$ cat src/rtl/ptw_arbiter.sv
// Shares one page table walker between the ITLB and DTLB miss ports.
// Round-robin grant, one walk in flight, PTE routed back to the issuing TLB only.
module ptw_arbiter #(
  parameter int ADDR_W = 32,
  parameter int PTE_W  = 32,
  parameter int CNT_W  = 16
) (
  input  logic              clk,
  input  logic              rst,
  input  logic              itlb_req_valid_i,
  output logic              itlb_req_ready_o,
  input  logic [ADDR_W-1:0] itlb_vaddr_i,
  output logic              itlb_resp_valid_o,
  input  logic              itlb_resp_ready_i,
  output logic [PTE_W-1:0]  itlb_pte_o,
  input  logic              dtlb_req_valid_i,
  output logic              dtlb_req_ready_o,
  input  logic [ADDR_W-1:0] dtlb_vaddr_i,
  output logic              dtlb_resp_valid_o,
  input  logic              dtlb_resp_ready_i,
  output logic [PTE_W-1:0]  dtlb_pte_o,
  output logic              ptw_req_valid_o,
  input  logic              ptw_req_ready_i,
  output logic [ADDR_W-1:0] ptw_vaddr_o,
  input  logic              ptw_resp_valid_i,
  output logic              ptw_resp_ready_o,
  input  logic [PTE_W-1:0]  ptw_pte_i,
  output logic              busy_o,
  output logic [CNT_W-1:0]  itlb_walk_cnt_o,
  output logic [CNT_W-1:0]  dtlb_walk_cnt_o
);
  typedef enum logic [1:0] {IDLE, ISSUE, WAIT, RETURN} state_e;

  state_e              state_q;
  logic                owner_q;       // 0 = ITLB, 1 = DTLB
  logic                last_q;
  logic [ADDR_W-1:0]   vaddr_q;
  logic [PTE_W-1:0]    ipte_q, dpte_q;
  logic                req_vld_q, resp_rdy_q, ivld_q, dvld_q, busy_q;
  logic [CNT_W-1:0]    icnt_q, dcnt_q;
  logic                grant_d, accept_d, owner_rdy;

  always_comb begin
    grant_d = 1'b0;
    if (itlb_req_valid_i && dtlb_req_valid_i) grant_d = ~last_q;
    else if (dtlb_req_valid_i)                grant_d = 1'b1;
  end

  assign accept_d  = (state_q == IDLE) && (itlb_req_valid_i || dtlb_req_valid_i);
  assign owner_rdy = owner_q ? dtlb_resp_ready_i : itlb_resp_ready_i;

  // rst gates the combinational readies so they are 0 while reset is held.
  assign itlb_req_ready_o = !rst && accept_d && !grant_d;
  assign dtlb_req_ready_o = !rst && accept_d &&  grant_d;

  always_ff @(posedge clk or posedge rst) begin
    if (rst) begin
      state_q    <= IDLE;
      owner_q    <= 1'b0;
      last_q     <= 1'b1;
      vaddr_q    <= '0;
      ipte_q     <= '0;
      dpte_q     <= '0;
      req_vld_q  <= 1'b0;
      resp_rdy_q <= 1'b0;
      ivld_q     <= 1'b0;
      dvld_q     <= 1'b0;
      busy_q     <= 1'b0;
      icnt_q     <= '0;
      dcnt_q     <= '0;
    end else begin
      case (state_q)
        IDLE: if (accept_d) begin
          owner_q   <= grant_d;
          vaddr_q   <= grant_d ? dtlb_vaddr_i : itlb_vaddr_i;
          req_vld_q <= 1'b1;
          busy_q    <= 1'b1;
          state_q   <= ISSUE;
        end
        ISSUE: if (ptw_req_ready_i) begin
          req_vld_q  <= 1'b0;
          resp_rdy_q <= 1'b1;
          state_q    <= WAIT;
        end
        WAIT: if (ptw_resp_valid_i) begin
          resp_rdy_q <= 1'b0;
          if (owner_q) begin dpte_q <= ptw_pte_i; dvld_q <= 1'b1; end
          else         begin ipte_q <= ptw_pte_i; ivld_q <= 1'b1; end
          state_q <= RETURN;
        end
        RETURN: if (owner_rdy) begin
          ivld_q <= 1'b0;
          dvld_q <= 1'b0;
          last_q <= owner_q;
          busy_q <= 1'b0;
          if (owner_q) begin if (~&dcnt_q) dcnt_q <= dcnt_q + 1'b1; end
          else         begin if (~&icnt_q) icnt_q <= icnt_q + 1'b1; end
          state_q <= IDLE;
        end
        default: begin
          state_q    <= IDLE;
          req_vld_q  <= 1'b0;
          resp_rdy_q <= 1'b0;
          ivld_q     <= 1'b0;
          dvld_q     <= 1'b0;
          busy_q     <= 1'b0;
        end
      endcase
    end
  end

  assign ptw_req_valid_o   = req_vld_q;
  assign ptw_vaddr_o       = vaddr_q;
  assign ptw_resp_ready_o  = resp_rdy_q;
  assign itlb_resp_valid_o = ivld_q;
  assign dtlb_resp_valid_o = dvld_q;
  assign itlb_pte_o        = ipte_q;
  assign dtlb_pte_o        = dpte_q;
  assign busy_o            = busy_q;
  assign itlb_walk_cnt_o   = icnt_q;
  assign dtlb_walk_cnt_o   = dcnt_q;
endmodule

$ cat config.mk
export PLATFORM = sky130hd
export DESIGN_NAME = ptw_arbiter
export DESIGN_NICKNAME = d
export VERILOG_FILES = /design/src/rtl/ptw_arbiter.sv
export SDC_FILE = /design/constraint.sdc
export NUM_CORES = 1
export LEC_CHECK = 0
export ABC_AREA = 1
export BUFFER_PORTS_ARGS = -buffer_cell sky130_fd_sc_hd__buf_2
export CAP_MARGIN = 20
export CORE_ASPECT_RATIO = 1.75
export CORE_MARGIN = 3
export CORE_UTILIZATION = 45
export DETAILED_ROUTE_END_ITERATION = 12
export PLACE_DENSITY_LB_ADDON = 0.15
export SKIP_CTS_REPAIR_TIMING = 1
export SLEW_MARGIN = 15
export SYNTH_ARGS = -nofsm -noshare
export SYNTH_HDL_FRONTEND = slang
export SYNTH_SLANG_ARGS = --single-unit
$ cat constraint.sdc
create_clock -name clk -period 3.6 [get_ports clk]
set_input_delay 0.18 -clock clk [delete_from_list [all_inputs] [get_ports clk]]
set_output_delay 0.18 -clock clk [all_outputs]
set_load 0.02 [all_outputs]
==> qor.yml, run 1 <==
io_buffer_count: 238
clkSlewWorstSetupHoldPaths_ns: 0.07
antenna_found_initial: 0
period_minus_slack_ns: 2.52
drc_errors: 0
r2r_start: "last_q"
synthArstFlopShare: 1.00
design_power_total_w: 0.00709
wl_um: 17300
cts_buffer_depth: 2
grt_start_max_net_pins: 65
worstPathCellList: "nand2_1 > nand2_1 > buf_4 > inv_1 > nor3_1 > buf_2"
post-dp-hpwl_um: 12900
hp-start: "dtlb_vaddr_i[6]"
finalNetCount: 1114
fp.dieW_um: 95.9
antenna-diode-count: 0
max_cap_viol_count: 0
timing.critical_path.arrival_ns: 2.34
post_synth_inst_count: 771
fin_area_mm2: 0.00828
htree_num_levels: 4
cp_common_cell: "sky130_fd_sc_hd__nand2_1"
critPathMaxStageDelay_ns: 0.53
clock_tree.root_cell: "sky130_fd_sc_hd__clkbuf_16"
slew_headroom: 0.393
synth.most_common_cell: "sky130_fd_sc_hd__nand2_1"
path_max_fanout: 34
clock_sinks: 137
place_area_mm2: 0.00766
synth_nets: 881
placeableCoreArea_mm2: 0.0136
synth_top_cells_by_count: "sky130_fd_sc_hd__nand2_1, sky130_fd_sc_hd__dfrtp_1, sky130_fd_sc_hd__o21ai_0, sky130_fd_sc_hd__nor2_1, sky130_fd_sc_hd__inv_1"
postSynth.topFlopCell: "sky130_fd_sc_hd__dfrtp_1"
synth_top_area_cells: "sky130_fd_sc_hd__dfrtp_1, sky130_fd_sc_hd__nand2_1, sky130_fd_sc_hd__o21ai_0"
finalSetupViolations: 0
floorplan.die.height_um: 163
finalWeightedCongestion: 0.842
hold_slack_ns: 0.0226
standard_cell_row_count: 56
timing.critical_path.required_ns: 3.42
global_route.overflow_total: 0
design.portCount: 239
tritoncts: "done"
path_class: "reg -> out"
final_layout_size_suffix_gt1_frac: 0.302
syn2layout_area_growth_pct: 30.0
syn-mean-instance-area_um2: 8.26
run_status: "completed"
detailedRoute.firstIterationViolations: 234
avgViaCountPerCell: 4.92
final.period_utilization: 0.699
layout.area.seq_mm2: 0.00343
worstMarginPinSlew_ns: 0.909
rsz0062_at_grt: "false"
multi_input_area_mm2: 0.00252
holdCritPathClass: "in -> reg"
count_of_final_max_slew_check_failures: 0
cp_endpoint: "itlb_req_ready_o"
hold_viol_final: 0
synthesis.yosys.warnings: 0
final_antenna_net_count: 0
timing.critical_path.slowest_stage_cell: "sky130_fd_sc_hd__dfstp_2"
critPathCaptureType: "primary output"
die-area_mm2: 0.0157
max_clock_freq_ghz: 0.398
totalNegativeSetupSlack_ns: 0
first_global_vias: 5741
route.vias.total: 5860
worst_r2r_path_depth: 6
firstDrtPassIters: 5
syn_area_mm2: 0.00636
synth-edff-count: 0
regToRegEndpoint: "ptw_vaddr_o[12]"
gr-usage-all-layers: 0.231
clk_latency_ns: 0.41
detail_route.wl_per_cell_um: 14.6
synth_largest_area_cell: "sky130_fd_sc_hd__dfrtp_1"
filler_cell_count: 1318
synth_seq_area_share: 0.539
netlist.area_leader.share: 0.535
setup.worst_path.start: "last_q"
ys_seq_elements: 137
worstSetupStartpointType: "flop"
vdd_ir_drop_max_uv: 568
grt_first_pass_wirelength_um: 28100
regToRegSetupSlack_ns: 1.58
power.density_cell_area_mw_per_mm2: 856
starting_density_of_the_core: 0.468
timing.clock.skew_ns: 0.0117
synth_cell_types: 29
cts_inserted_buffers: 17
power_leakage_nw: 4.38
[cell type report]
class	count	share of cell area
inverter	68	0.0313
clock buffer	17	0.0514
tap	174	0.0263
multi-input combinational	535	0.305
timing repair buffer	245	0.151
clock inverter	15	0.0215
sequential	137	0.414
[kinds of logic after synthesis]
| family | synth area share |
|---|---|
| and+or+nand+nor | 0.242 |
| DFF | 0.539 |
| AOI/OAI and AO/OA | 0.123 |
| adders and majority gates | 0.0118 |
| buffers and inverters | 0.0653 |
| xor gates and xnor gates | 0.0193 |
[critical path, delay by kind of cell (launching register included)]
kind,cells,cell delay (ns)
buffers and inverters,3,1.02
AND/OR/NAND/NOR,3,0.38
flip-flops,1,0.53
[flip-flops by register name, summed over array words and instances (netlist names)]
register / cells
owner_q: 1
busy_o: 1
ptw_resp_ready_o: 1
dtlb_resp_valid_o: 1
last_q: 1
ptw_vaddr_o: 32
itlb_walk_cnt_o: 16
ptw_req_valid_o: 1
itlb_pte_o: 32
dtlb_walk_cnt_o: 16
dtlb_pte_o: 32
state_q: 2
itlb_resp_valid_o: 1
[cells in the final DEF, fill, tap and decap left out]
cell and instances:
sky130_fd_sc_hd__clkbuf_16 17, sky130_fd_sc_hd__nor2_2 5, sky130_fd_sc_hd__nor2_4 5, sky130_fd_sc_hd__o21ai_1 16, sky130_fd_sc_hd__ha_1 6, sky130_fd_sc_hd__nor3_1 1, sky130_fd_sc_hd__dfstp_2 1, sky130_fd_sc_hd__inv_8 4
sky130_fd_sc_hd__clkinv_4 2, sky130_fd_sc_hd__clkinvlp_4 1, sky130_fd_sc_hd__a21oi_1 1, sky130_fd_sc_hd__dfrtp_1 136, sky130_fd_sc_hd__nand3b_1 6, sky130_fd_sc_hd__nand2_4 1, sky130_fd_sc_hd__dlygate4sd3_1 1, sky130_fd_sc_hd__inv_2 6
sky130_fd_sc_hd__nand2_1 235, sky130_fd_sc_hd__xor2_1 7, sky130_fd_sc_hd__nor2_8 1, sky130_fd_sc_hd__clkinv_8 2, sky130_fd_sc_hd__o211ai_1 2, sky130_fd_sc_hd__o21ai_0 123, sky130_fd_sc_hd__buf_2 238, sky130_fd_sc_hd__inv_6 6
sky130_fd_sc_hd__buf_4 6, sky130_fd_sc_hd__xnor2_1 7, sky130_fd_sc_hd__nand2_2 4, sky130_fd_sc_hd__o21ai_2 7, sky130_fd_sc_hd__a31oi_1 1, sky130_fd_sc_hd__inv_1 61, sky130_fd_sc_hd__nor2_1 69, sky130_fd_sc_hd__bufinv_16 1
sky130_fd_sc_hd__nand4_1 11, sky130_fd_sc_hd__nand3_1 27
[power breakdown]
group | switching (W) | internal, W | total (W)
clock network | 0.000759 | 0.000997 | 0.00176
registers | 0.000395 | 0.00216 | 0.00256
logic | 0.00188 | 0.000895 | 0.00278
total | 0.00303 | 0.00405 | 0.00709
[layer usage]
layer / vias up / track usage / share of wire
met5: - / 0 / 0
met4: 0 / 0.0887 / 0.026
met3: 27 / 0.0535 / 0.051
met2: 169 / 0.404 / 0.54
met1: 2732 / 0.268 / 0.38
li1: 2932 / - / -
[how the worst min path moves through the flow]
stage | endpoint | slack [ns] | depth (start not counted)
floorplan | itlb_pte_o[29] | 0.34 | 2
global placement | busy_o | 0.25 | 2
detailed placement | busy_o | 0.25 | 2
CTS | itlb_walk_cnt_o[3] | -0.19 | 2
global route | itlb_pte_o[3] | 0.02 | 3
finish | ptw_vaddr_o[6] | 0.02 | 3
[metrics by stage]
stage,setup slack (ns),cells,util
after floorplan,1.71,771,-
after global placement,1.48,1158,0.564
after detailed placement,1.50,1158,0.564
after CTS,1.05,1190,0.608
after global routing,0.839,1191,0.609
final,1.08,1191,0.609
Power figures use the tool's default switching activity.
==> run 2: changes to the inputs <==
- ABC_AREA: 1 -> 0
- CORE_UTILIZATION: 45 -> 48
- clock period: 3.6 -> 2.5 ns (I/O delays scaled with it)
==> run 2 against run 1 <==
Die area is 12% lower. Sequential share of layout area is 0.39 points higher. Via count is 19% lower. Global-route usage is 1.7 points lower. Count of clock-buffer cells in the layout stayed put. Clock skew hardly changed. Power is 39% higher. Sequential power is 42% higher. Worst hold slack worse by 0.019 ns. Area after synthesis is 7.2% lower. Synthesized cell count is 39% lower. Clock power is 33% higher.
==> qor.yml, run 2 <==
htree_num_levels: 4  # unchanged
antenna-diode-count: 0  # unchanged
post-place-ws_ns: 0.399  # -1.10 ns
die-area_mm2: 0.0137  # -12%
path_class: "reg -> reg"
first_global_vias: 4771  # -17%
critPathMaxStageDelay_ns: 0.52  # about the same
detailedRoute.firstIterationViolations: 195  # -17%
timing.critical_path.arrival_ns: 2.40  # +0.06 ns
firstDrtPassIters: 4  # -1
layoutNonFillerInstCount: 926  # -22%
run_status: "completed"
min_delay_worst_endpoint: "ptw_vaddr_o[22]"
regToRegEndpoint: "itlb_walk_cnt_o[9]"
postSynth.topFlopCell: "sky130_fd_sc_hd__dfrtp_1"
syn-mean-instance-area_um2: 12.5  # +52%
clock_tree.root_cell: "sky130_fd_sc_hd__clkbuf_16"
ys_seq_elements: 137  # unchanged
synth_top_area_cells: "sky130_fd_sc_hd__dfrtp_1, sky130_fd_sc_hd__mux2_2, sky130_fd_sc_hd__mux2i_1"
total_switching_power_w: 0.00390  # +28%
finalWorstSetupSlack_ns: 0.405  # -0.680 ns
final.period_utilization: 0.838
worst_r2r_path_depth: 5  # -1
totalNegativeSetupSlack_ns: 0  # unchanged
rsz0062_at_grt: "false"
intPower_w: 0.00598  # +48%
hp-start: "itlb_vaddr_i[22]"
syn_area_mm2: 0.00590  # -7.2%
starting_density_of_the_core: 0.492  # +0.0237
synth_nets: 582  # -34%
floorplan.die.height_um: 153  # -6.5%
critPathCaptureType: "flop"
synth.most_common_cell: "sky130_fd_sc_hd__dfrtp_1"
power_leakage_nw: 4.22  # -3.8%
clock_sinks: 137  # unchanged
worstPathCellList: "ha_1 > nand3b_4 > or3_1 > nor3_1 > xor2_1"
design.portCount: 239  # unchanged
antenna_found_initial: 0  # unchanged
power_switching_share: 0.395  # -0.0335
path_max_fanout: 10  # -71%
wl_um: 15100  # -13%
finalWeightedCongestion: 0.765  # -9.2%
cts_buffer_depth: 2  # unchanged
drc_errors: 0  # unchanged
multi_input_area_mm2: 0.00236  # -6.2%
grt_first_pass_wirelength_um: 23500  # -16%
fp.dieW_um: 89.8  # -6.3%
fin_area_mm2: 0.00820  # -0.92%
post-dp-hpwl_um: 10900  # -16%
standard_cell_row_count: 53  # -5.4%
dp_cells: 861  # -26%
detail_route.wl_per_cell_um: 16.3  # +12%
slew_headroom: 0.436  # +0.0424
power_frac_comb: 0.395  # +0.003
avgViaCountPerCell: 5.13  # +4.2%
final_layout_size_suffix_gt1_frac: 0.469  # +0.167
cts_inserted_buffers: 17  # unchanged
period_minus_slack_ns: 2.10
post_synth_inst_count: 472  # -39%
power.density_cell_area_mw_per_mm2: 1200  # +41%
finalSetupViolations: 0  # unchanged
layout_common_cells: "sky130_fd_sc_hd__buf_2, sky130_fd_sc_hd__dfrtp_1, sky130_fd_sc_hd__mux2_2, sky130_fd_sc_hd__nand2_1, sky130_fd_sc_hd__o21ai_0"
synth_top_cells_by_count: "sky130_fd_sc_hd__dfrtp_1, sky130_fd_sc_hd__mux2_2, sky130_fd_sc_hd__nand2_1, sky130_fd_sc_hd__o21ai_0, sky130_fd_sc_hd__mux2i_1"
r2r_start: "state_q[1]"
count_of_final_max_slew_check_failures: 0  # unchanged
finalNetCount: 858  # -23%
regToRegSetupSlack_ns: 0.40  # -1.18 ns
synth_largest_area_cell: "sky130_fd_sc_hd__dfrtp_1"
placeableCoreArea_mm2: 0.0120  # -12%
tritoncts: "done"
layout.area.seq_mm2: 0.00343  # unchanged
clkSlewWorstSetupHoldPaths_ns: 0.06  # about the same
synthArstFlopShare: 1.00  # unchanged
synth_seq_area_share: 0.581  # +0.0420
synth_cell_types: 39  # +34%
filler_cell_count: 906  # -31%
synthesis.yosys.warnings: 0  # unchanged
max_cap_viol_count: 0  # unchanged
final_antenna_net_count: 0  # unchanged
global_route.overflow_total: 0  # unchanged
vdd_ir_drop_max_uv: 630  # +11%
timing.critical_path.slowest_stage_cell: "sky130_fd_sc_hd__or3_1"
layout_commonest_cell: "sky130_fd_sc_hd__buf_2"
syn2layout_area_growth_pct: 38.9
hold_path_depth: 3  # unchanged
netlist.area_leader.share: 0.576  # +0.0417
worstSetupStartpointType: "flop"
holdCritPathClass: "in -> reg"
place_area_mm2: 0.00731  # -4.6%
grt_start_max_net_pins: 138  # +110%
worstMarginPinSlew_ns: 0.843  # -0.0658 ns
hold_viol_final: 0  # unchanged
max_clock_freq_ghz: 0.477
clk_latency_ns: 0.41  # about the same
timing.critical_path.required_ns: 2.81  # -0.61 ns
io_buffer_count: 238  # unchanged
gr-usage-all-layers: 0.214  # -0.0167
route.vias.total: 4747  # -19%
synth-edff-count: 0  # unchanged
seq_power_share: 0.368  # +0.007
timing.clock.skew_ns: 0.0114  # -0.000340 ns
clockPowerShare: 0.237  # -0.011
## run 2: cell type report
class,count,share of cell area
Clock buffer,17,0.0519
Tap cell,165,0.0252
Multi-Input combinational cell,304,0.288
Timing Repair Buffer,278,0.195
Inverter,10,0.00504
Clock inverter,15,0.0162
Sequential cell,137,0.418
## run 2: how the worst max path moves through the flow
stage                                   from                   to  slack, ns  depth (start not counted)
after floorplan           dtlb_walk_cnt_o[0]   dtlb_walk_cnt_o[1]       0.59                          5
after global placement            state_q[1]  itlb_walk_cnt_o[15]       0.52                          5
after detailed placement          state_q[1]  itlb_walk_cnt_o[13]       0.40                          5
after CTS                         state_q[1]   itlb_walk_cnt_o[9]       0.40                          5
after global routing              state_q[1]   itlb_walk_cnt_o[9]       0.30                          5
final                             state_q[1]   itlb_walk_cnt_o[9]       0.40                          5
## run 2: kinds of logic after synthesis
group           count (synthesis)  synth area share
simple gates                  116             0.107
xor+xnor                       29            0.0430
compound gates                 52            0.0470
mux                           101             0.185
fa+ha+maj                       6            0.0127
buf+inv                        31            0.0235
flops                         137             0.581
## run 2: metrics by stage
step	hold slack [ns]	utilization	power [W]
2_1_floorplan	0.276	-	0.00614
3_3_place_gp	0.370	0.609	0.00742
3_5_place_dp	0.377	0.609	0.00756
4_1_cts	-0.0578	0.656	0.00993
5_1_grt	0.00381	0.683	0.0105
6_report	0.00316	0.683	0.00988
## run 2: critical path: cells and delay by family, from the launching register on
kind | cells | cell delay [ns]
xor+xnor | 1 | 0.22
simple gates | 3 | 0.99
flops | 1 | 0.40
fa+ha+maj | 1 | 0.40
## run 2: per-layer routing
| layer | vias to the layer above | track usage | share of wire |
|---|---|---|---|
| li1 | 2228 | - | - |
| met1 | 2305 | 0.227 | 0.36 |
| met2 | 181 | 0.403 | 0.57 |
| met3 | 33 | 0.0514 | 0.053 |
| met4 | 0 | 0.0841 | 0.026 |
| met5 | - | 0 | 0 |
## run 2: power by group through the flow
| stage | Sequential, W | Combinational [W] | Clock [W] |
|---|---|---|---|
| 2_1_floorplan | 0.00468 | 0.00145 | 0 |
| 3_3_place_gp | 0.00361 | 0.00380 | 0 |
| 3_5_place_dp | 0.00366 | 0.00391 | 0 |
| 4_1_cts | 0.00363 | 0.00391 | 0.00239 |
| 5_1_grt | 0.00376 | 0.00420 | 0.00249 |
| 6_report | 0.00364 | 0.00390 | 0.00234 |
